`src/rtl/blackparrot_fpga_host_pkg.sv`:
```
// Shared definitions for the BlackParrot FPGA host MMIO decoder.
//   - state_e : request-handling FSM states
//   - default MMIO addresses for putchar / getchar / finish
//   - EOF word returned by a non-blocking getchar with no character waiting
package blackparrot_fpga_host_pkg;

  typedef enum logic [2:0] {
    e_addr,
    e_data,
    e_putchar,
    e_getchar,
    e_finish,
    e_fwd_addr,
    e_fwd_data
  } state_e;

  localparam logic [31:0] putchar_addr_gp = 32'h0010_1000;
  localparam logic [31:0] getchar_addr_gp = 32'h0010_0000;
  localparam logic [31:0] finish_base_gp  = 32'h0010_2000;
  localparam logic [31:0] eof_data_gp     = 32'hFFFF_FFFF;

endpackage

```
`src/rtl/blackparrot_fpga_host_finish_tracker.sv`:
```
// Per-core finish/fail tracking.
//   addr_i         : captured request address; hit_o flags a finish address
//                    for some core i < num_core_p (bits [2:0] ignored)
//   code_i         : finish code; nonzero marks the core as failed
//   set_i          : apply the finish write for the decoded core
//   finish_o/fail_o: sticky per-core flags; all_finished_o = &finish_o
module blackparrot_fpga_host_finish_tracker
  import blackparrot_fpga_host_pkg::*;
#(
  parameter int          num_core_p    = 1,
  parameter logic [31:0] finish_base_p = finish_base_gp
) (
  input  logic                  clk_i,
  input  logic                  reset_i,
  input  logic [31:0]           addr_i,
  input  logic [7:0]            code_i,
  input  logic                  set_i,
  output logic                  hit_o,
  output logic [num_core_p-1:0] finish_o,
  output logic [num_core_p-1:0] fail_o,
  output logic                  all_finished_o
);

  logic [num_core_p-1:0] hit_vec;
  logic [num_core_p-1:0] finish_r, fail_r;

  // One-hot core select: core i owns the 8-byte slot at finish_base_p + 8*i.
  always_comb begin
    hit_vec = '0;
    for (int i = 0; i < num_core_p; i++) begin
      hit_vec[i] = (addr_i[31:3] == (finish_base_p[31:3] + 29'(i)));
    end
  end

  assign hit_o = |hit_vec;

  // Flags are sticky; a repeated finish can only add failure, never clear it.
  always_ff @(posedge clk_i) begin
    if (reset_i) begin
      finish_r <= '0;
      fail_r   <= '0;
    end else if (set_i) begin
      finish_r <= finish_r | hit_vec;
      fail_r   <= fail_r | (hit_vec & {num_core_p{code_i != 8'h00}});
    end
  end

  assign finish_o       = finish_r;
  assign fail_o         = fail_r;
  assign all_finished_o = &finish_r;

endmodule

```
`src/rtl/bsg_fifo_1r1w_small.sv`:
```
// Small one-read one-write FIFO.
//   v_i/ready_o/data_i : enqueue side (valid/ready, ready independent of v_i)
//   v_o/data_o/yumi_i  : dequeue side (valid/yumi)
// Storage is not reset; only pointers and occupancy are.
module bsg_fifo_1r1w_small #(
  parameter int width_p = 8,
  parameter int els_p   = 16
) (
  input  logic               clk_i,
  input  logic               reset_i,
  input  logic               v_i,
  output logic               ready_o,
  input  logic [width_p-1:0] data_i,
  output logic               v_o,
  output logic [width_p-1:0] data_o,
  input  logic               yumi_i
);

  localparam int ptr_w = (els_p > 1) ? $clog2(els_p) : 1;

  logic [width_p-1:0] mem_r [els_p];
  logic [ptr_w-1:0]   wptr_r, rptr_r;
  logic [ptr_w:0]     count_r;
  logic               enq, deq;

  assign ready_o = (count_r != (ptr_w+1)'(els_p));
  assign v_o     = (count_r != '0);
  assign data_o  = mem_r[rptr_r];
  assign enq     = v_i & ready_o;
  assign deq     = yumi_i & v_o;

  always_ff @(posedge clk_i) begin
    if (reset_i) begin
      wptr_r  <= '0;
      rptr_r  <= '0;
      count_r <= '0;
    end else begin
      if (enq) wptr_r <= (wptr_r == ptr_w'(els_p - 1)) ? '0 : wptr_r + 1'b1;
      if (deq) rptr_r <= (rptr_r == ptr_w'(els_p - 1)) ? '0 : rptr_r + 1'b1;
      case ({enq, deq})
        2'b10:   count_r <= count_r + 1'b1;
        2'b01:   count_r <= count_r - 1'b1;
        default: count_r <= count_r;
      endcase
    end
  end

  always_ff @(posedge clk_i) begin
    if (enq) mem_r[wptr_r] <= data_i;
  end

endmodule

```
`src/rtl/blackparrot_fpga_host_mmio_decoder.sv`:
```
// Host-side MMIO front-end for BlackParrot.
// Consumes (address, data) word pairs from the MMIO request FIFO, serves
// putchar / getchar / finish locally and forwards every other request to host
// software. Software responses and local getchar responses share one
// response stream (BP keeps at most one MMIO request outstanding).
// Ports:
//   req_*        : request words in (valid/yumi)
//   fwd_*        : forwarded words to software (valid/yumi)
//   host_resp_*  : software responses in (valid/ready)
//   resp_*       : responses to the BP response FIFO (valid/ready)
//   char_out_*   : putchar bytes out of an internal buffer (valid/yumi)
//   char_in_*    : getchar bytes in (valid/yumi)
//   finish_o, fail_o, all_finished_o : sticky per-core completion status
// Build option: BLACKPARROT_FPGA_HOST_GETCHAR_BLOCKING_EN makes getchar wait
// for a character; by default an empty getchar returns EOF immediately.
module blackparrot_fpga_host_mmio_decoder
  import blackparrot_fpga_host_pkg::*;
#(
  parameter int          fifo_data_width_p = 32,
  parameter int          num_core_p        = 1,
  parameter logic [31:0] putchar_addr_p    = putchar_addr_gp,
  parameter logic [31:0] getchar_addr_p    = getchar_addr_gp,
  parameter logic [31:0] finish_base_p     = finish_base_gp,
  parameter int          char_els_p        = 16
) (
  input  logic                         clk_i,
  input  logic                         reset_i,
  input  logic                         req_v_i,
  input  logic [fifo_data_width_p-1:0] req_data_i,
  output logic                         req_yumi_o,
  output logic                         fwd_v_o,
  output logic [fifo_data_width_p-1:0] fwd_data_o,
  input  logic                         fwd_yumi_i,
  input  logic                         host_resp_v_i,
  input  logic [fifo_data_width_p-1:0] host_resp_data_i,
  output logic                         host_resp_ready_and_o,
  output logic                         resp_v_o,
  output logic [fifo_data_width_p-1:0] resp_data_o,
  input  logic                         resp_ready_and_i,
  output logic                         char_out_v_o,
  output logic [7:0]                   char_out_data_o,
  input  logic                         char_out_yumi_i,
  input  logic                         char_in_v_i,
  input  logic [7:0]                   char_in_data_i,
  output logic                         char_in_yumi_o,
  output logic [num_core_p-1:0]        finish_o,
  output logic [num_core_p-1:0]        fail_o,
  output logic                         all_finished_o
);

  state_e                       state_r, state_n;
  logic [fifo_data_width_p-1:0] addr_r, data_r;
  logic                         char_v, char_ready, char_fifo_v;
  logic                         finish_set, finish_hit;

  always_comb begin
    state_n               = state_r;
    req_yumi_o            = 1'b0;
    fwd_v_o               = 1'b0;
    fwd_data_o            = addr_r;
    resp_v_o              = host_resp_v_i;
    resp_data_o           = host_resp_data_i;
    host_resp_ready_and_o = resp_ready_and_i;
    char_in_yumi_o        = 1'b0;
    char_v                = 1'b0;
    finish_set            = 1'b0;

    case (state_r)
      e_addr: begin
        req_yumi_o = req_v_i;
        if (req_v_i) state_n = e_data;
      end
      e_data: begin
        req_yumi_o = req_v_i;
        if (req_v_i) begin
          if (addr_r == putchar_addr_p)      state_n = e_putchar;
          else if (addr_r == getchar_addr_p) state_n = e_getchar;
          else if (finish_hit)               state_n = e_finish;
          else                               state_n = e_fwd_addr;
        end
      end
      e_putchar: begin
        char_v = 1'b1;
        if (char_ready) state_n = e_addr;
      end
      e_getchar: begin
        // The response port belongs to the local getchar here.
        host_resp_ready_and_o = 1'b0;
        if (char_in_v_i) begin
          resp_v_o       = 1'b1;
          resp_data_o    = {{(fifo_data_width_p-8){1'b0}}, char_in_data_i};
          char_in_yumi_o = resp_ready_and_i;
          if (resp_ready_and_i) state_n = e_addr;
        end else begin
`ifdef BLACKPARROT_FPGA_HOST_GETCHAR_BLOCKING_EN
          resp_v_o    = 1'b0;
          resp_data_o = {{(fifo_data_width_p-8){1'b0}}, char_in_data_i};
`else
          resp_v_o    = 1'b1;
          resp_data_o = eof_data_gp;
          if (resp_ready_and_i) state_n = e_addr;
`endif
        end
      end
      e_finish: begin
        finish_set = 1'b1;
        state_n    = e_addr;
      end
      e_fwd_addr: begin
        fwd_v_o    = 1'b1;
        fwd_data_o = addr_r;
        if (fwd_yumi_i) state_n = e_fwd_data;
      end
      e_fwd_data: begin
        fwd_v_o    = 1'b1;
        fwd_data_o = data_r;
        if (fwd_yumi_i) state_n = e_addr;
      end
      default: state_n = e_addr;
    endcase

    // Nothing is offered or consumed while reset is held.
    if (reset_i) begin
      state_n               = e_addr;
      req_yumi_o            = 1'b0;
      fwd_v_o               = 1'b0;
      resp_v_o              = 1'b0;
      host_resp_ready_and_o = 1'b0;
      char_in_yumi_o        = 1'b0;
      char_v                = 1'b0;
      finish_set            = 1'b0;
    end
  end

  always_ff @(posedge clk_i) begin
    if (reset_i) state_r <= e_addr;
    else         state_r <= state_n;
  end

  // Request words are held without reset; the FSM restart alone discards a
  // partially received request.
  always_ff @(posedge clk_i) begin
    if (req_yumi_o && (state_r == e_addr)) addr_r <= req_data_i;
    if (req_yumi_o && (state_r == e_data)) data_r <= req_data_i;
  end

  bsg_fifo_1r1w_small #(
    .width_p(8),
    .els_p  (char_els_p)
  ) char_fifo (
    .clk_i  (clk_i),
    .reset_i(reset_i),
    .v_i    (char_v),
    .ready_o(char_ready),
    .data_i (data_r[7:0]),
    .v_o    (char_fifo_v),
    .data_o (char_out_data_o),
    .yumi_i (char_out_yumi_i)
  );

  assign char_out_v_o = char_fifo_v & ~reset_i;

  blackparrot_fpga_host_finish_tracker #(
    .num_core_p   (num_core_p),
    .finish_base_p(finish_base_p)
  ) finish_tracker (
    .clk_i         (clk_i),
    .reset_i       (reset_i),
    .addr_i        (addr_r[31:0]),
    .code_i        (data_r[7:0]),
    .set_i         (finish_set),
    .hit_o         (finish_hit),
    .finish_o      (finish_o),
    .fail_o        (fail_o),
    .all_finished_o(all_finished_o)
  );

endmodule

```
`config.mk`:
```
export PLATFORM = sky130hd
export DESIGN_NAME = blackparrot_fpga_host_mmio_decoder
export DESIGN_NICKNAME = d
export VERILOG_FILES = /design/src/rtl/blackparrot_fpga_host_pkg.sv /design/src/rtl/blackparrot_fpga_host_finish_tracker.sv /design/src/rtl/bsg_fifo_1r1w_small.sv /design/src/rtl/blackparrot_fpga_host_mmio_decoder.sv
export SDC_FILE = /design/constraint.sdc
export NUM_CORES = 1
export LEC_CHECK = 0
export ABC_CLOCK_PERIOD_IN_PS = 8370
export CAP_MARGIN = 20
export CELL_PAD_IN_SITES_DETAIL_PLACEMENT = 2
export CELL_PAD_IN_SITES_GLOBAL_PLACEMENT = 2
export CORE_UTILIZATION = 41
export DETAILED_ROUTE_END_ITERATION = 10
export PLACE_DENSITY_LB_ADDON = 0.1
export SYNTH_ARGS = -nofsm -noshare
export SYNTH_HDL_FRONTEND = slang
export SYNTH_HIERARCHICAL = 1
export SYNTH_SLANG_ARGS = --single-unit
```
`constraint.sdc`:
```
create_clock -name clk_i -period 8.37 [get_ports clk_i]
set_clock_uncertainty 0.1 [all_clocks]
set_input_delay 1.674 -clock clk_i [delete_from_list [all_inputs] [get_ports clk_i]]
set_output_delay 1.674 -clock clk_i [all_outputs]
set_load 0.05 [all_outputs]
```
# Word level (Yosys, flattened, before mapping)
# Memories as Yosys holds them, arrays and structs flattened. A register that Yosys moved wholly into a read port is not among the register bits.
# Index checks and enable logic that the tools add are counted.
# totals
input_bits,80
reg_bits,82
mem_count,1
wordCells,84
mem_bits_rw,128
out_inout_bits,81
# memory_table
memory,depth,word_bits,rd,rd_clocked_by_memory_dff,wr,line_no,rtl
char_fifo.mem_r,16,8,1,1,1,bsg_fifo_1r1w_small.sv:21,logic [width_p-1:0] mem_r [els_p];
# op_classes
addsub,4
n_reduce_logical,9
n_eq_ne,20
muxes,35
bitwise,7
# ops
cell,count
two-way mux 32 bit,3
== test 32 x 21 -> 1 bit (second input constant),2
== test 29 x 18 -> 1 bit (second input constant),1
two-way mux 3 bit,8
two-way mux 1 bit,18
one-hot mux 3 bit (6 select lines),1
two-way mux 4 bit,4
!= test 2 bit (second input constant),5
one-hot mux 5 bit (2 select lines),1
== test 3 bit (second input constant),3
adder 4 x 1 -> 4 bit (second input constant),2
== test 4 bit (second input constant),2
nonzero test 8 bit,1
== test 3 x 2 -> 1 bit (second input constant),2
AND reduction 6 bit,1
adder 5 x 1 -> 5 bit (second input constant),1
!= test 5 bit (second input constant),1
nonzero test 5 bit,1
subtractor 5 x 1 -> 5 bit (second input constant),1
AND 1 bit,4
OR reduction 2 bit,2
== test 3 x 1 -> 1 bit (second input constant),1
zero test 3 bit,1
== test 2 x 1 -> 1 bit (second input constant),1
6 further kinds,8

# Depth between registers and ports, before layout
# Gate-level depths: netlist (run 1).
# logic_depth
word_depth,6
depth_mapped,12

# By module
# The synthesis (run 1) kept the hierarchy.
# modules_own_cells
module,area_each_um2,n_inst,cells_each
bsg_fifo_1r1w_small,5911.9,1,296
blackparrot_fpga_host_mmio_decoder,3064.2,1,214
blackparrot_fpga_host_finish_tracker,172.7,1,24

# Worst setup path after synthesis (run 1)
# Ideal clock, no wire load.
# synth_timing
path_type,input-to-output
startpoint,in reset_i
endpoint,out fwd_v_o
t_arrival_ps,2992
slack_ps,3604
required_time_ps,6596
stages,2
cell_sequence,buf_2 nor3b_1
# synth_between
elab_chain_cells,1
# synth_lines
item,line_no,rtl
start: declaration,blackparrot_fpga_host_mmio_decoder.sv:27,"input logic reset_i,"
two-way mux 1 bit,blackparrot_fpga_host_mmio_decoder.sv:123,if (reset_i) begin
end: declaration,blackparrot_fpga_host_mmio_decoder.sv:31,"output logic fwd_v_o,"
# No other way between the ends.

# Worst setup path after layout (run 1)
# layout_timing
startpoint,in reset_i
endpoint,out req_yumi_o
# layout_between
elab_chain_cells,1
# layout_lines
item,line_no,rtl
two-way mux 1 bit,blackparrot_fpga_host_mmio_decoder.sv:123,
end: declaration,blackparrot_fpga_host_mmio_decoder.sv:30,"output logic req_yumi_o,"
# No other way between the ends.

==> flow_summary.json, run 1 <==
{
  "start_util": 0.419,
  "die_area_um2": 22900,
  "finalHoldViolations": 0,
  "h-tree-depth": 1,
  "hp-start": "finish_tracker/fail_o",
  "antenna_found_initial": 1,
  "avgSynthCellArea_um2": 17.1,
  "slew_headroom": 0.369,
  "ant_nets": 0,
  "synth-main-ff-cell": "edfxtp_1",
  "drive_above_1_share": 0.159,
  "endpoint_kind": "output pin",
  "cts_setup_buffers": 0,
  "cts_tree": "built",
  "crit_fanout": 27,
  "critPathArrivalTime_ns": 3.82,
  "fin_crit_sh": 0.669,
  "utilization": 0.536,
  "cts_sinks": 214,
  "gp_congestion": 0.740,
  "setup_viol": 0,
  "yosysWarnings": 6,
  "ys_seq_area_frac": 0.678,
  "fin_crit_ns": 5.60,
  "drt_iter0_drc": 245,
  "netlist_top_cells_count": "192 x edfxtp_1, 34 x mux2_2, 31 x nor2_1",
  "area_delta_synth_final_pct": 27.9,
  "synth_top_area_cell": "edfxtp_1",
  "wire_per_inst_um": 26.6,
  "core_um2": 21800,
  "cts_resized": 0,
  "yosysTopAreaCellShare": 0.630,
  "rsz0062_at_grt": "false",
  "clock_path_buffers": 3,
  "syn_nets": 622,
  "maxCapViolCount": 0,
  "synth_seq_cells": 214,
  "dp_hpwl_mm": 19.0,
  "synth_area_um2": 9150,
  "finalPower_mw": 2.38,
  "hold_ws_ns": 0.401,
  "grt_pass1_vias": 6215,
  "die_w_um": 151,
  "chipHeight_um": 151,
  "finalMaxSlewViolations": 0,
  "vdd_drop_max_v": 0.000164,
  "fin_setup_tns_ns": 0,
  "syn_inst": 534,
  "clk_pin_slew_ns": 0.06,
  "status": "completed",
  "drcViolationCount": 0,
  "num_rows": 54,
  "yosysMostFrequentCell": "edfxtp_1",
  "tightestPinTransition_ns": 0.942,
  "nets": 786,
  "synth_edf_count": 192,
  "startpoint_type": "input pin",
  "power.leakage_nw": 3.95,
  "io_buffers": 160,
  "worstSkewPairLatency_ns": 0.53,
  "grt_pass1_wl_mm": 39.3,
  "cts_root_buf": "clkbuf_16",
  "gr-total-overflow": 0,
  "synth_area_leaders": "edfxtp_1 63%, mux4_2 6.4%, dfxtp_1 4.8%",
  "io_pins": 161,
  "crit_path_start": "reset_i",
  "maxClockFrequency_mhz": 179,
  "grt.total_usage": 0.238,
  "critical_path_class": "input pin to output pin",
  "num_antenna_cells": 0,
  "routed_wl_mm": 26.5,
  "power_density_nw_per_um2": 203,
  "fillers": 1896,
  "drt_first_pass_iters": 6,
  "hold_path.class": "flop to flop",
  "grt_start_max_net_pins": 33,
  "cts_hold_buf": 0,
  "vias": 5527,
  "async_flop_share": 0,
  "rr_startpoint": "state_r[1]",
  "yosys.cell_types.count": 57,
  "worstPathRequired_ns": 6.60,
  "avgViaCountPerCell": 5.55,
  "cts_buffers": 24
}
metrics by stage:
| step | area, µm² | setup slack, ns | std cells |
|---|---|---|---|
| 3_3_place_gp | 11000 | 2.76 | 951 |
| 3_5_place_dp | 11000 | 2.75 | 952 |
| 2_1_floorplan | 9150 | 3.60 | 534 |
| 4_1_cts | 11700 | 2.75 | 996 |
| 6_report | 11700 | 2.77 | 996 |
| 5_1_grt | 11700 | 2.65 | 996 |
flip-flops by register name (all words and copies together) (netlist names), named ones only:
signal                         cells
finish_tracker/fail_o              1
addr_r                            32
data_r                            32
state_r                            3
finish_tracker/all_finished_o      1
char_fifo/mem_r                  128
char_fifo/wptr_r                   4
char_fifo/rptr_r                   4
char_fifo/count_r                  5
critical path, cell delays in order:
cell             delay [ns]
clkdlybuf4s50_1        0.40
buf_4                  0.22
or4b_1                 0.56
inv_1                  0.11
clkdlybuf4s50_1        0.85
power by group:
part           switching, mW  leakage (nW)  internal (mW)  total (mW)
sequential            0.0230          1.91           1.18        1.20
clock                  0.414         0.356          0.566       0.980
combinational          0.112          1.68         0.0859       0.197
area by class of cell:
cell class                 instances  area, µm²  area share
sequential                       214       6210       0.531
multi-input combinational        272       2670       0.228
timing repair buffer             169       1680       0.144
clock buffer                      38        693      0.0592
tap                              280        350      0.0299
inverter                          17       63.8     0.00545
clock inverter                     6       37.5     0.00321
cell families (layout without fill, tap and decap cells):
group | after synthesis | count (layout) | share of synthesized area
DFF | 214 | 214 | 0.678
and+or+nand+nor | 110 | 110 | 0.0691
muxes | 80 | 80 | 0.153
AOI/OAI and AO/OA | 68 | 68 | 0.0518
buffers and inverters | 48 | 230 | 0.0305
adders and majority gates | 8 | 8 | 0.0109
xor gates and xnor gates | 6 | 6 | 0.00656
path summary, 6_finish.rpt:
kind                           endpoint  slack, ns  depth (start not counted)
setup / recovery             req_yumi_o       2.77                          5
hold / removal    finish_tracker/fail_o       0.40                          2
setup reg to reg   char_fifo/count_r[4]       4.81                          9
hold reg to reg   finish_tracker/fail_o       0.40                          2
placed cells by master (no fill, tap or decap), types with 3 or more instances in the layout:
cell type	count
clkinv_1	3
nand2_1	13
nor4b_1	9
a21o_1	23
inv_1	17
edfxtp_1	192
buf_4	8
a21oi_1	10
a31oi_1	9
mux2i_1	5
nand4_1	3
xor2_1	5
mux2_2	34
o21a_1	3
mux4_1	14
o211ai_1	3
ha_1	8
clkdlybuf4s50_1	160
nor4_1	12
clkbuf_16	24
nor2_1	30
nor3_1	6
clkbuf_1	10
mux4_2	26
nor2b_1	4
dfxtp_1	20
o21ai_0	7
and2_1	14
clkbuf_8	4
per-layer routing:
layer	global-route usage	up-vias	routed length, µm
met5	0	-	13
met4	0.0660	2	565
met3	0.0605	38	1830
met2	0.436	203	14100
met1	0.273	2822	10000
li1	-	2462	-
(Power assumes the default switching activity.)
==> inputs of run 2 (changes only) <==
- ABC_CLOCK_PERIOD_IN_PS: 8370 -> 5200
- CORE_UTILIZATION: 41 -> 38
- clock period: 8.37 -> 5.2 ns (I/O delays scaled with it)
==> flow_summary.json, run 2 (synthesis results as in run 1) <==
{
  "fin_crit_sh": 0.853,
  "nets": 787,
  "status": "completed",
  "largest_reg_flops": 128,
  "routed_wl_mm": 25.9,
  "chipHeight_um": 157,
  "cts_tree": "built",
  "ant_nets": 0,
  "grt_pass1_wl_mm": 38.7,
  "layout_common_cells": "192 x edfxtp_1, 159 x clkdlybuf4s50_1, 34 x mux2_2",
  "drt_iter0_drc": 218,
  "cts_buffers": 24,
  "area_delta_synth_final_pct": 28.4,
  "placed_area_um2": 11000,
  "grt_pass1_vias": 6128,
  "tightestPinTransition_ns": 0.840,
  "cp_slowest_cell": "clkdlybuf4s50_1",
  "drcViolationCount": 0,
  "rsz0062_at_grt": "false",
  "startpoint_type": "flop",
  "dp.cells": 992,
  "hold_depth": 2,
  "finalHoldViolations": 0,
  "power.leakage_nw": 3.96,
  "top_regs": "char_fifo/mem_r: 128 flops, addr_r: 32 flops, data_r: 32 flops",
  "finalMaxSlewViolations": 0,
  "die_w_um": 157,
  "avgViaCountPerCell": 5.31,
  "antenna_found_initial": 1,
  "slew_headroom": 0.440,
  "worstSkewPairLatency_ns": 0.52,
  "endpoint_kind": "output pin",
  "fin_crit_ns": 4.44,
  "worstPathRequired_ns": 4.06,
  "reg2reg_depth": 9,
  "maxClockFrequency_mhz": 225,
  "crit_path_max_incr_delay_ns": 0.71,
  "gr-total-overflow": 0,
  "grt.total_usage": 0.216,
  "fin_cells": 1036,
  "num_rows": 56,
  "timing.final.ws_setup_ns": 0.764,
  "power_density_nw_per_um2": 325,
  "clock_path_buffers": 3,
  "setup_viol": 0,
  "io_buffers": 160,
  "io_pins": 161,
  "clk_pin_slew_ns": 0.06,
  "dp_hpwl_mm": 18.3,
  "num_antenna_cells": 0,
  "cts_setup_buffers": 0,
  "core_um2": 23500,
  "hold_path.class": "flop to flop",
  "drt_first_pass_iters": 4,
  "h-tree-depth": 1,
  "vias": 5499,
  "cts_root_buf": "clkbuf_16",
  "hold_ws_ns": 0.412,
  "design_area_um2": 11800,
  "crit_fanout": 19,
  "start_util": 0.389,
  "grt_start_max_net_pins": 33,
  "maxCapViolCount": 0,
  "drive_above_1_share": 0.165,
  "path_cells": "buf_12 -> mux4_1 -> mux4_2 -> clkdlybuf4s50_1",
  "die_area_um2": 24700,
  "post-place-ws_ns": 0.802,
  "final_common_cell": "edfxtp_1",
  "gp_congestion": 0.798,
  "cts_sinks": 214,
  "vdd_drop_max_v": 0.000220,
  "fillers": 2211,
  "critPathArrivalTime_ns": 3.30,
  "largest_register": "char_fifo/mem_r",
  "wire_per_inst_um": 25.0,
  "cts_resized": 0,
  "cts_hold_buf": 0,
  "critical_path_class": "flop to output pin",
  "fin_setup_tns_ns": 0
}
==> run 2: cell count changes in the layout (fill, tap and decap cells not counted) <==
cell,delta
buf_4,+2
clkinv_1,+2
clkdlybuf4s50_1,-1
clkbuf_1,-4
clkbuf_8,-1
clkinv_2,+2
clkinvlp_4,+1
==> run 2: power breakdown <==
part | total [mW] | switching [mW] | internal, mW
combinational | 0.321 | 0.182 | 0.138
clock | 1.57 | 0.675 | 0.892
sequential | 1.93 | 0.0353 | 1.90
==> run 2: area by class of cell <==
| class | count | area [µm²] | area share |
|---|---|---|---|
| sequential | 214 | 6210 | 0.528 |
| multi-input combinational | 272 | 2670 | 0.227 |
| timing repair buffer | 170 | 1690 | 0.144 |
| clock buffer | 33 | 664 | 0.0565 |
| tap | 319 | 399 | 0.0340 |
| inverter | 17 | 63.8 | 0.00543 |
| clock inverter | 11 | 62.6 | 0.00532 |
==> run 2: layer usage <==
layer	track usage	part of all wire	up-vias
li1	-	-	2453
met1	0.247	0.39	2851
met2	0.401	0.53	164
met3	0.0597	0.062	29
met4	0.0453	0.018	2
met5	0	0.00043	-
==> run 2: worst max-delay path: cells and delay by family (launching register included) <==
family                 cells  cell delay, ns
flip-flops                 1            0.66
multiplexers               2            1.12
buffers and inverters      2            0.98
==> run 2: final timing paths <==
| path | from | endpoint | slack [ns] |
|---|---|---|---|
| max reg2reg | state_r[1] | char_fifo/count_r[4] | 1.86 |
| max | flop | char_out_data_o[4] | 0.76 |
| min reg2reg | finish_tracker/fail_o | finish_tracker/fail_o | 0.41 |
| min | finish_tracker/fail_o | finish_tracker/fail_o | 0.41 |
==> run 2: metrics by stage <==
stage,util,power (mW)
2_1_floorplan,-,2.13
3_3_place_gp,0.468,2.28
3_5_place_dp,0.468,2.29
4_1_cts,0.499,3.85
5_1_grt,0.499,3.93
6_report,0.499,3.82
